**src/rtl/trigger_sequencer.sv**
```systemverilog
// Capture-cycle sequencer for the comparator trigger path: clear, arm, wait for
// trigger, gate the post-trigger window, flag completion, hold off, re-arm.
module trigger_sequencer #(
  parameter int unsigned POST_W      = 16,
  parameter int unsigned HOLD_W      = 16,
  parameter int unsigned RESET_PULSE = 4
) (
  input  logic              clk,
  input  logic              module_reset,
  input  logic              cmd_arm,
  input  logic              cmd_abort,
  input  logic              cmd_force,
  input  logic              cmd_auto,
  input  logic [POST_W-1:0] post_trig_count,
  input  logic [HOLD_W-1:0] holdoff_count,
  input  logic              triggered,
  output logic              armed,
  output logic              manual_reset,
  output logic              manual_trigger,
  output logic              auto_reset,
  output logic              capture_en,
  output logic              acq_done,
  output logic              busy,
  output logic [2:0]        state
);

  localparam int unsigned RP_W = (RESET_PULSE > 1) ? $clog2(RESET_PULSE) : 1;
  localparam int unsigned PH_W = (POST_W > HOLD_W) ? POST_W : HOLD_W;
  localparam int unsigned CW   = (PH_W > RP_W) ? PH_W : RP_W;
  localparam logic [CW-1:0] RP_LOAD = CW'(RESET_PULSE - 1);

  typedef enum logic [2:0] {
    S_IDLE    = 3'd0,
    S_CLEAR   = 3'd1,
    S_ARMED   = 3'd2,
    S_POST    = 3'd3,
    S_DONE    = 3'd4,
    S_HOLDOFF = 3'd5
  } state_t;

  state_t        cur, nxt;
  logic [CW-1:0] cnt, cnt_nxt;
  logic          trig_q, trig_edge;
  logic          mt_nxt, cap_nxt;

  // trig_q tracks triggered in every state, so a level already high when
  // ARMED is entered never looks like a fresh edge.
  assign trig_edge = triggered & ~trig_q;

  always_comb begin
    nxt     = cur;
    cnt_nxt = cnt;
    mt_nxt  = 1'b0;
    if (cmd_abort && cur != S_IDLE) begin
      nxt     = S_IDLE;
      cnt_nxt = '0;
    end else begin
      case (cur)
        S_IDLE: begin
          if (cmd_arm && !cmd_abort) begin
            nxt     = S_CLEAR;
            cnt_nxt = RP_LOAD;
          end
        end
        S_CLEAR: begin
          if (cnt == '0) nxt = S_ARMED;
          else           cnt_nxt = cnt - CW'(1);
        end
        S_ARMED: begin
          if (trig_edge) begin
            nxt     = S_POST;
            cnt_nxt = CW'(post_trig_count);
          end else if (cmd_force) begin
            mt_nxt = 1'b1;
          end
        end
        S_POST: begin
          // The entry cycle already covered the first window cycle.
          if (cnt <= CW'(1)) begin
            nxt     = S_DONE;
            cnt_nxt = '0;
          end else begin
            cnt_nxt = cnt - CW'(1);
          end
        end
        S_DONE: begin
          nxt     = S_HOLDOFF;
          cnt_nxt = CW'(holdoff_count);
        end
        S_HOLDOFF: begin
          if (cnt == '0) begin
            if (cmd_auto) begin
              nxt     = S_CLEAR;
              cnt_nxt = RP_LOAD;
            end else begin
              nxt = S_IDLE;
            end
          end else begin
            cnt_nxt = cnt - CW'(1);
          end
        end
        default: begin
          nxt     = S_IDLE;
          cnt_nxt = '0;
        end
      endcase
    end
    cap_nxt = (nxt == S_POST) && (cnt_nxt != '0);
  end

  always_ff @(posedge clk or posedge module_reset) begin
    if (module_reset) begin
      cur            <= S_IDLE;
      cnt            <= '0;
      trig_q         <= 1'b0;
      armed          <= 1'b0;
      manual_reset   <= 1'b0;
      manual_trigger <= 1'b0;
      auto_reset     <= 1'b0;
      capture_en     <= 1'b0;
      acq_done       <= 1'b0;
      busy           <= 1'b0;
    end else begin
      cur            <= nxt;
      cnt            <= cnt_nxt;
      trig_q         <= triggered;
      armed          <= (nxt == S_ARMED);
      manual_reset   <= (nxt == S_CLEAR);
      manual_trigger <= mt_nxt;
      auto_reset     <= cmd_auto;
      capture_en     <= cap_nxt;
      acq_done       <= (nxt == S_DONE);
      busy           <= (nxt != S_IDLE);
    end
  end

  assign state = cur;

endmodule

```
**config.mk**
```make
export PLATFORM = sky130hd
export DESIGN_NAME = trigger_sequencer
export DESIGN_NICKNAME = d
export VERILOG_FILES = /design/src/rtl/trigger_sequencer.sv
export SDC_FILE = /design/constraint.sdc
export NUM_CORES = 1
export LEC_CHECK = 0
export BUFFER_PORTS_ARGS = -buffer_cell sky130_fd_sc_hd__clkbuf_2
export CAP_MARGIN = 15
export CORE_ASPECT_RATIO = 2
export CORE_MARGIN = 2
export CORE_UTILIZATION = 30
export CTS_BUF_LIST = sky130_fd_sc_hd__clkbuf_4
export CTS_CLUSTER_DIAMETER = 200
export CTS_CLUSTER_SIZE = 16
export DETAILED_ROUTE_END_ITERATION = 10
export PLACE_DENSITY = 0.6
export SLEW_MARGIN = 20
export SYNTH_ARGS = -nofsm -noshare
export SYNTH_HDL_FRONTEND = slang
export SYNTH_SLANG_ARGS = --single-unit
```
**constraint.sdc**
```tcl
create_clock -name clk -period 5.9 [get_ports clk]
set_input_delay 0.885 -clock clk [delete_from_list [all_inputs] [get_ports clk]]
set_output_delay 0.885 -clock clk [all_outputs]
set_load 0.005 [all_outputs]
```
==> key figures, run 1 <==
Routing
  • DR iter-0 viols: 109
  • DR DRC count: 0
  • Vias: 1876
  • Drt wl/cell: 16.4 um
  • Final ANT Viol Nets: 0
  • DR pass1 iterations: 5
  • Total Wirelength: 5630 um
  • Via/cell ratio: 5.45

Timing
  • Fin Setup TNS: 0 ns
  • Final setup viols: 0
  • Slew @ Worst Pin: 0.981 ns
  • Final Hold Fails: 0
  • Slew headroom: 34.3%
  • RSZ-0062 raised after global routing: no
  • Clock Skew: 0.00187 ns
  • Slew Limit Fails: 0
  • Final Critical Period: 2.98 ns
  • Fin Hold WS: 0.573 ns
  • Fin crit share: 50.6%
  • FMAX: 335 MHz

Synth
  • Async SR Flop Fraction: 100%
  • Sequential area share after synthesis: 35.5%
  • Post-synth top area share: 35.5%
  • Seq cells post-synth: 27
  • Unique masters post-synth: 58
  • Ranking of synthesized cells by area: dfrtp_1 (35%), a21oi_1 (3.7%), nand2_1 (3.3%)
  • Syn avg cell area: 8.82 um2
  • Top FF cell, synth: dfrtp_1
  • Synthesized net count: 258
  • Post-synth EDFFs: 0
  • Synth warnings: 0
  • Leading area contributor after synthesis: dfrtp_1
  • Cells after Synth: 216
  • Cell area after synthesis: 0.00191 mm2

Power and ir drop
  • Max IR drop VDD: 235 uV
  • Comb pwr share: 56.8%
  • Clk pwr share: 9.8%
  • Psw: 0.000459 W
  • Internal power: 0.000497 W
  • Sw frac: 48.1%
  • Cell Pwr Density: 424 mW/mm2
  • Sequential Power Share: 33.5%
  • LEAKAGE: 1.00 nW

GRT
  • First-pass GRT wire length: 9230 um
  • Largest net degree at the start of global routing: 28
  • Initial antenna violation count: 0
  • GRT Total Usage: 17.0%
  • Vias in the first global route: 1919
  • GRT Residual Overflow: 0

Clock tree
  • Total CTS buffers: 3
  • Clock sink total: 27
  • Post-CTS Setup Bufs: 0
  • Skew-Pair Late Insertion Delay: 0.34 ns
  • CTS Hold Bufs: 0
  • TritonCTS clock tree: built
  • Worst-path clk slew: 0.16 ns
  • Post-CTS sizing: 0
  • Clock buffer depth: 2
  • Root Driver: clkbuf_4
  • H-tree levels: 1

Floorplanning
  • Rows: 41
  • Die Footprint: 0.00704 mm2
  • Die Y: 117 um
  • Initial Utilization: 30.7%
  • Width of the die: 60.4 um
  • Core Area: 0.00621 mm2
  • I/O pins: 49

Cells and area
  • Final std cells w/o fill: 344
  • Syn-to-layout area delta: 18.3%
  • Fin area: 0.00225 mm2
  • Antenna Cells: 0
  • Nets: 301
  • Layout cell share with drive strength beyond 1: 26.7%

Min path
  • Hold Path Class: in -> async

Placement
  • IO buf count: 48
  • Placed Cells: 340
  • Post-DP HPWL: 4120 um
  • Gpl congestion: 0.854
  • DP Area: 0.00222 mm2

Worst setup path
  • CP max-delay cell: or4_4
  • Largest delay share family, worst path: compound AO/OA/AOI/OAI gates
  • Crit path kind: reg -> reg
  • Cell Chain, Critical Path: or4_4 -> o41ai_2 -> nand3_2 -> a21boi_1 -> nand4b_1 -> o41ai_1 -> a31oi_1
  • Max FO, Critical Path: 19
  • Critical Path Sink Type: flip-flop
  • Worst path max stage delay: 0.61 ns
  • CP bufs+invs: 0
  • CP arrival: 3.21 ns
  • Crit path required time: 6.12 ns
  • R2r startpoint: cnt[6]$_DFF_PP0_
  • Worst setup SP type: flip-flop
  • Setup crit start: cnt[6]$_DFF_PP0_

Status
  • Status: complete, no violations

Job
  • Max-cap violations: 0
[power by group through the flow]
| stage | clock [W] | sequential (W) | combinational, W |
|---|---|---|---|
| 3_5_place_dp | 0 | 0.000322 | 0.000534 |
| 6_report | 0.0000934 | 0.000320 | 0.000543 |
| 3_3_place_gp | 0 | 0.000318 | 0.000533 |
| 2_1_floorplan | 0 | 0.000287 | 0.000422 |
| 4_1_cts | 0.0000951 | 0.000318 | 0.000539 |
| 5_1_grt | 0.000101 | 0.000330 | 0.000613 |
[stage by stage]
step	utilization (%)	setup WS [ns]	power [W]
global placement	35.8	3.00	0.000851
finish	36.3	2.92	0.000956
CTS	36.3	2.93	0.000951
floorplan	-	3.39	0.000709
detailed placement	35.8	2.96	0.000856
global route	36.3	2.79	0.00104
[cell usage in the layout (no fill, tap or decap), types with 5 or more instances in the layout]
cell type / synthesis / layout
a22oi_1: 7 / 7
nor2_1: 12 / 12
inv_1: 6 / 5
a21oi_1: 14 / 14
clkbuf_2: 0 / 48
a31oi_1: 5 / 5
a222oi_1: 6 / 6
o21ai_0: 5 / 5
nor3_1: 8 / 8
nand2b_1: 5 / 5
xnor2_1: 6 / 6
nand2_1: 17 / 17
dfrtp_1: 27 / 27
or3_1: 5 / 5
[metal layers]
| metal | GRT usage (%) | routed length (um) | share of wire, % |
|---|---|---|---|
| met1 | 22.5 | 2480 | 44 |
| met2 | 29.0 | 2800 | 50 |
| met3 | 1.11 | 263 | 4.7 |
| met4 | 5.04 | 85 | 1.5 |
| met5 | 0 | 0 | 0 |
[cells in the mapped netlist, types with 4 or more instances]
cell type  number
o41ai_1         4
dfrtp_1        27
a22oi_1         7
nor2_1         12
xnor2_1         6
o21a_1          4
nand2_1        17
nor3_1          8
a222oi_1        6
a31oi_1         5
or3_1           5
a21oi_1        14
clkbuf_1       11
nand2b_1        5
and3_1          4
inv_1           6
nor3b_1         4
o21ai_0         5
[cell families after synthesis]
| kind of cell | synth area share, % |
|---|---|
| xor+xnor | 3.68 |
| compound gates | 26.1 |
| flops | 35.5 |
| fa+ha+maj | 1.97 |
| simple gates | 28.8 |
| buf+inv | 3.55 |
| mux | 0.525 |
[worst paths after layout]
path / to / slack, ns / cells past startpoint
worst max-delay path: capture_en$_DFF_PP0_ / 2.92 / 7
worst min-delay path: armed$_DFF_PP0_ / 0.57 / 2
worst max register to register: capture_en$_DFF_PP0_ / 2.92 / 7
worst min register to register: cnt[2]$_DFF_PP0_ / 0.68 / 2
max in group asynchronous: cnt[3]$_DFF_PP0_ / 4.94 / 2
min in group clk: trig_q$_DFF_PP0_ / 0.66 / 1
[registers in the layout (all words and copies together), names as in the netlist]
register,flops
acq_done,1
cnt,16
manual_reset,1
state,3
armed,1
trig_q,1
capture_en,1
auto_reset,1
busy,1
manual_trigger,1
[final cells by class]
cell class	count	area, um2
Inverter	7	26.3
Multi-Input combinational cell	171	1170
Clock buffer	4	30.0
Fill cell	655	3950
Sequential cell	27	676
Tap cell	86	108
Timing Repair Buffer	49	248
Power figures use the tool's default switching activity.
==> run 2, diff against run 1 <==
==> constraint.sdc (replaced) <==
create_clock -name clk -period 2.89 [get_ports clk]
set_input_delay 0.4335 -clock clk [delete_from_list [all_inputs] [get_ports clk]]
set_output_delay 0.4335 -clock clk [all_outputs]
set_load 0.005 [all_outputs]
==> run 2 against run 1 <==
Net effect: sequential power rose by 89%; critical path type unchanged; combinational power rose by 140%; total power grew 120%; largest cell class unchanged.
==> key figures, run 2 (synthesis gave the netlist of run 1 again) <==
Status
  • Status: complete, no violations

Floorplanning
  • Initial Utilization: 30.7%
  • Core Area: 0.00621 mm2
  • Rows: 41
  • Width of the die: 60.4 um
  • Die Y: 117 um
  • I/O pins: 49
  • Die Footprint: 0.00704 mm2

Placement
  • IO buf count: 48
  • Post-DP HPWL: 4330 um
  • Gpl congestion: 0.885

Timing
  • Fin crit share: 94.9%
  • Fin Setup TNS: 0 ns
  • Slew @ Worst Pin: 0.875 ns
  • Final Critical Period: 2.74 ns
  • RSZ-0062 raised after global routing: no
  • Final Hold Fails: 0
  • Final setup viols: 0
  • Clock Skew: 0.00498 ns
  • Fin Hold WS: 0.117 ns
  • Slew Limit Fails: 0
  • FMAX: 364 MHz
  • Slew headroom: 41.4%

Power and ir drop
  • Cell Pwr Density: 870 mW/mm2
  • Psw: 0.000960 W
  • Comb pwr share: 62.0%
  • Sequential Power Share: 29.0%
  • Max IR drop VDD: 411 uV
  • Total power: 0.00209 W
  • Clk pwr share: 9.0%
  • LEAKAGE: 1.11 nW
  • Internal power: 0.00113 W
  • Sw frac: 45.9%

Cells and area
  • Max reg flops: 16
  • Most common cell after layout, fill and taps aside: clkbuf_2
  • Commonest cells after routing, fill and taps aside: clkbuf_2 (48), dfrtp_1 (27), buf_4 (20), nand2_1 (17), a21oi_1 (14)
  • Nets: 320
  • Layout cell share with drive strength beyond 1: 31.8%
  • Antenna Cells: 0
  • Syn-to-layout area delta: 26.2%
  • Biggest register: cnt
  • Fill count: 662

Job
  • Max-cap violations: 0

Min path
  • Hold Path Class: in -> async

Routing
  • Total Wirelength: 5750 um
  • DR iter-0 viols: 104
  • Drt wl/cell: 15.8 um
  • Final ANT Viol Nets: 0
  • Via/cell ratio: 5.42
  • DR pass1 iterations: 4
  • DR DRC count: 0
  • Vias: 1967

Clock tree
  • Worst-path clk slew: 0.16 ns
  • Root Driver: clkbuf_4
  • Skew-Pair Late Insertion Delay: 0.34 ns
  • Clock sink total: 27
  • CTS Hold Bufs: 0
  • H-tree levels: 1
  • Clock buffer depth: 2
  • Post-CTS Setup Bufs: 0
  • TritonCTS clock tree: built
  • Post-CTS sizing: 0
  • Total CTS buffers: 3

Worst setup path
  • CP bufs+invs: 1
  • Worst setup SP type: flip-flop
  • Critical Path Sink Type: flip-flop
  • Largest delay share family, worst path: compound AO/OA/AOI/OAI gates
  • Crit path required time: 3.13 ns
  • Crit path kind: reg -> reg
  • Max FO, Critical Path: 9
  • Cell Chain, Critical Path: or4_4 -> o41ai_2 -> nand3_2 -> a21boi_1 -> nand4b_1 -> o41ai_1 -> buf_4 -> a31oi_1
  • CP max-delay cell: or4_4
  • CP arrival: 2.98 ns
  • Worst path max stage delay: 0.57 ns

GRT
  • Vias in the first global route: 1847
  • GRT Total Usage: 17.1%
  • Largest net degree at the start of global routing: 28
  • GRT Residual Overflow: 0
  • First-pass GRT wire length: 9240 um
  • Initial antenna violation count: 0
-- run 2: changes by cell type in the layout (fill, tap and decap cells not counted), sizes merged --
| cell | before | now |
|---|---|---|
| buf | 1 | 20 |
-- run 2: path summary, 6_finish.rpt --
kind                                    from              endpoint  slack [ns]  depth (start not counted)
max                        cnt[10]$_DFF_PP0_  capture_en$_DFF_PP0_        0.15                          8
min                             module_reset        busy$_DFF_PP0_        0.12                          3
max reg2reg                cnt[10]$_DFF_PP0_  capture_en$_DFF_PP0_        0.15                          8
min reg2reg                cnt[12]$_DFF_PP0_     cnt[12]$_DFF_PP0_        0.71                          2
max in group asynchronous       module_reset      cnt[1]$_DFF_PP0_        2.50                          3
min in group clk                   triggered      trig_q$_DFF_PP0_        0.20                          1
-- run 2: cell type report --
class	count	area, um2	share of cell area [%]
multi-input combinational	171	1170	48.9
tap	86	108	4.47
sequential	27	676	28.1
timing repair buffer	68	390	16.2
clock buffer	4	30.0	1.25
inverter	7	26.3	1.09
-- run 2: routing by layer --
layer / wire, um / GRT usage (%) / share of wire [%]
met1: 2500 / 23.1 / 44
met2: 2840 / 27.8 / 49
met3: 336 / 1.99 / 5.8
met4: 70 / 5.93 / 1.2
met5: 0 / 0 / 0
-- run 2: power by group through the flow --
stage	sequential, W	clock, W	combinational (W)
after floorplan	0.000586	0	0.000861
after global placement	0.000611	0	0.00127
after detailed placement	0.000612	0	0.00128
after CTS	0.000605	0.000192	0.00129
after global routing	0.000627	0.000206	0.00143
final	0.000606	0.000189	0.00130
-- run 2: through the flow --
stage | std cells | worst slack [ns] | area [um2] | utilization [%]
2_1_floorplan | 216 | 0.377 | 1910 | -
3_3_place_gp | 359 | 0.241 | 2370 | 38.1
3_5_place_dp | 359 | 0.203 | 2370 | 38.1
4_1_cts | 363 | 0.155 | 2400 | 38.6
5_1_grt | 363 | 0.0315 | 2400 | 38.7
6_report | 363 | 0.146 | 2400 | 38.7
-- run 2: tightest hold or removal path, cell delays in order --
cell and delay (ns):
clkbuf_2 0.08, inv_1 0.04, buf_4 0.34
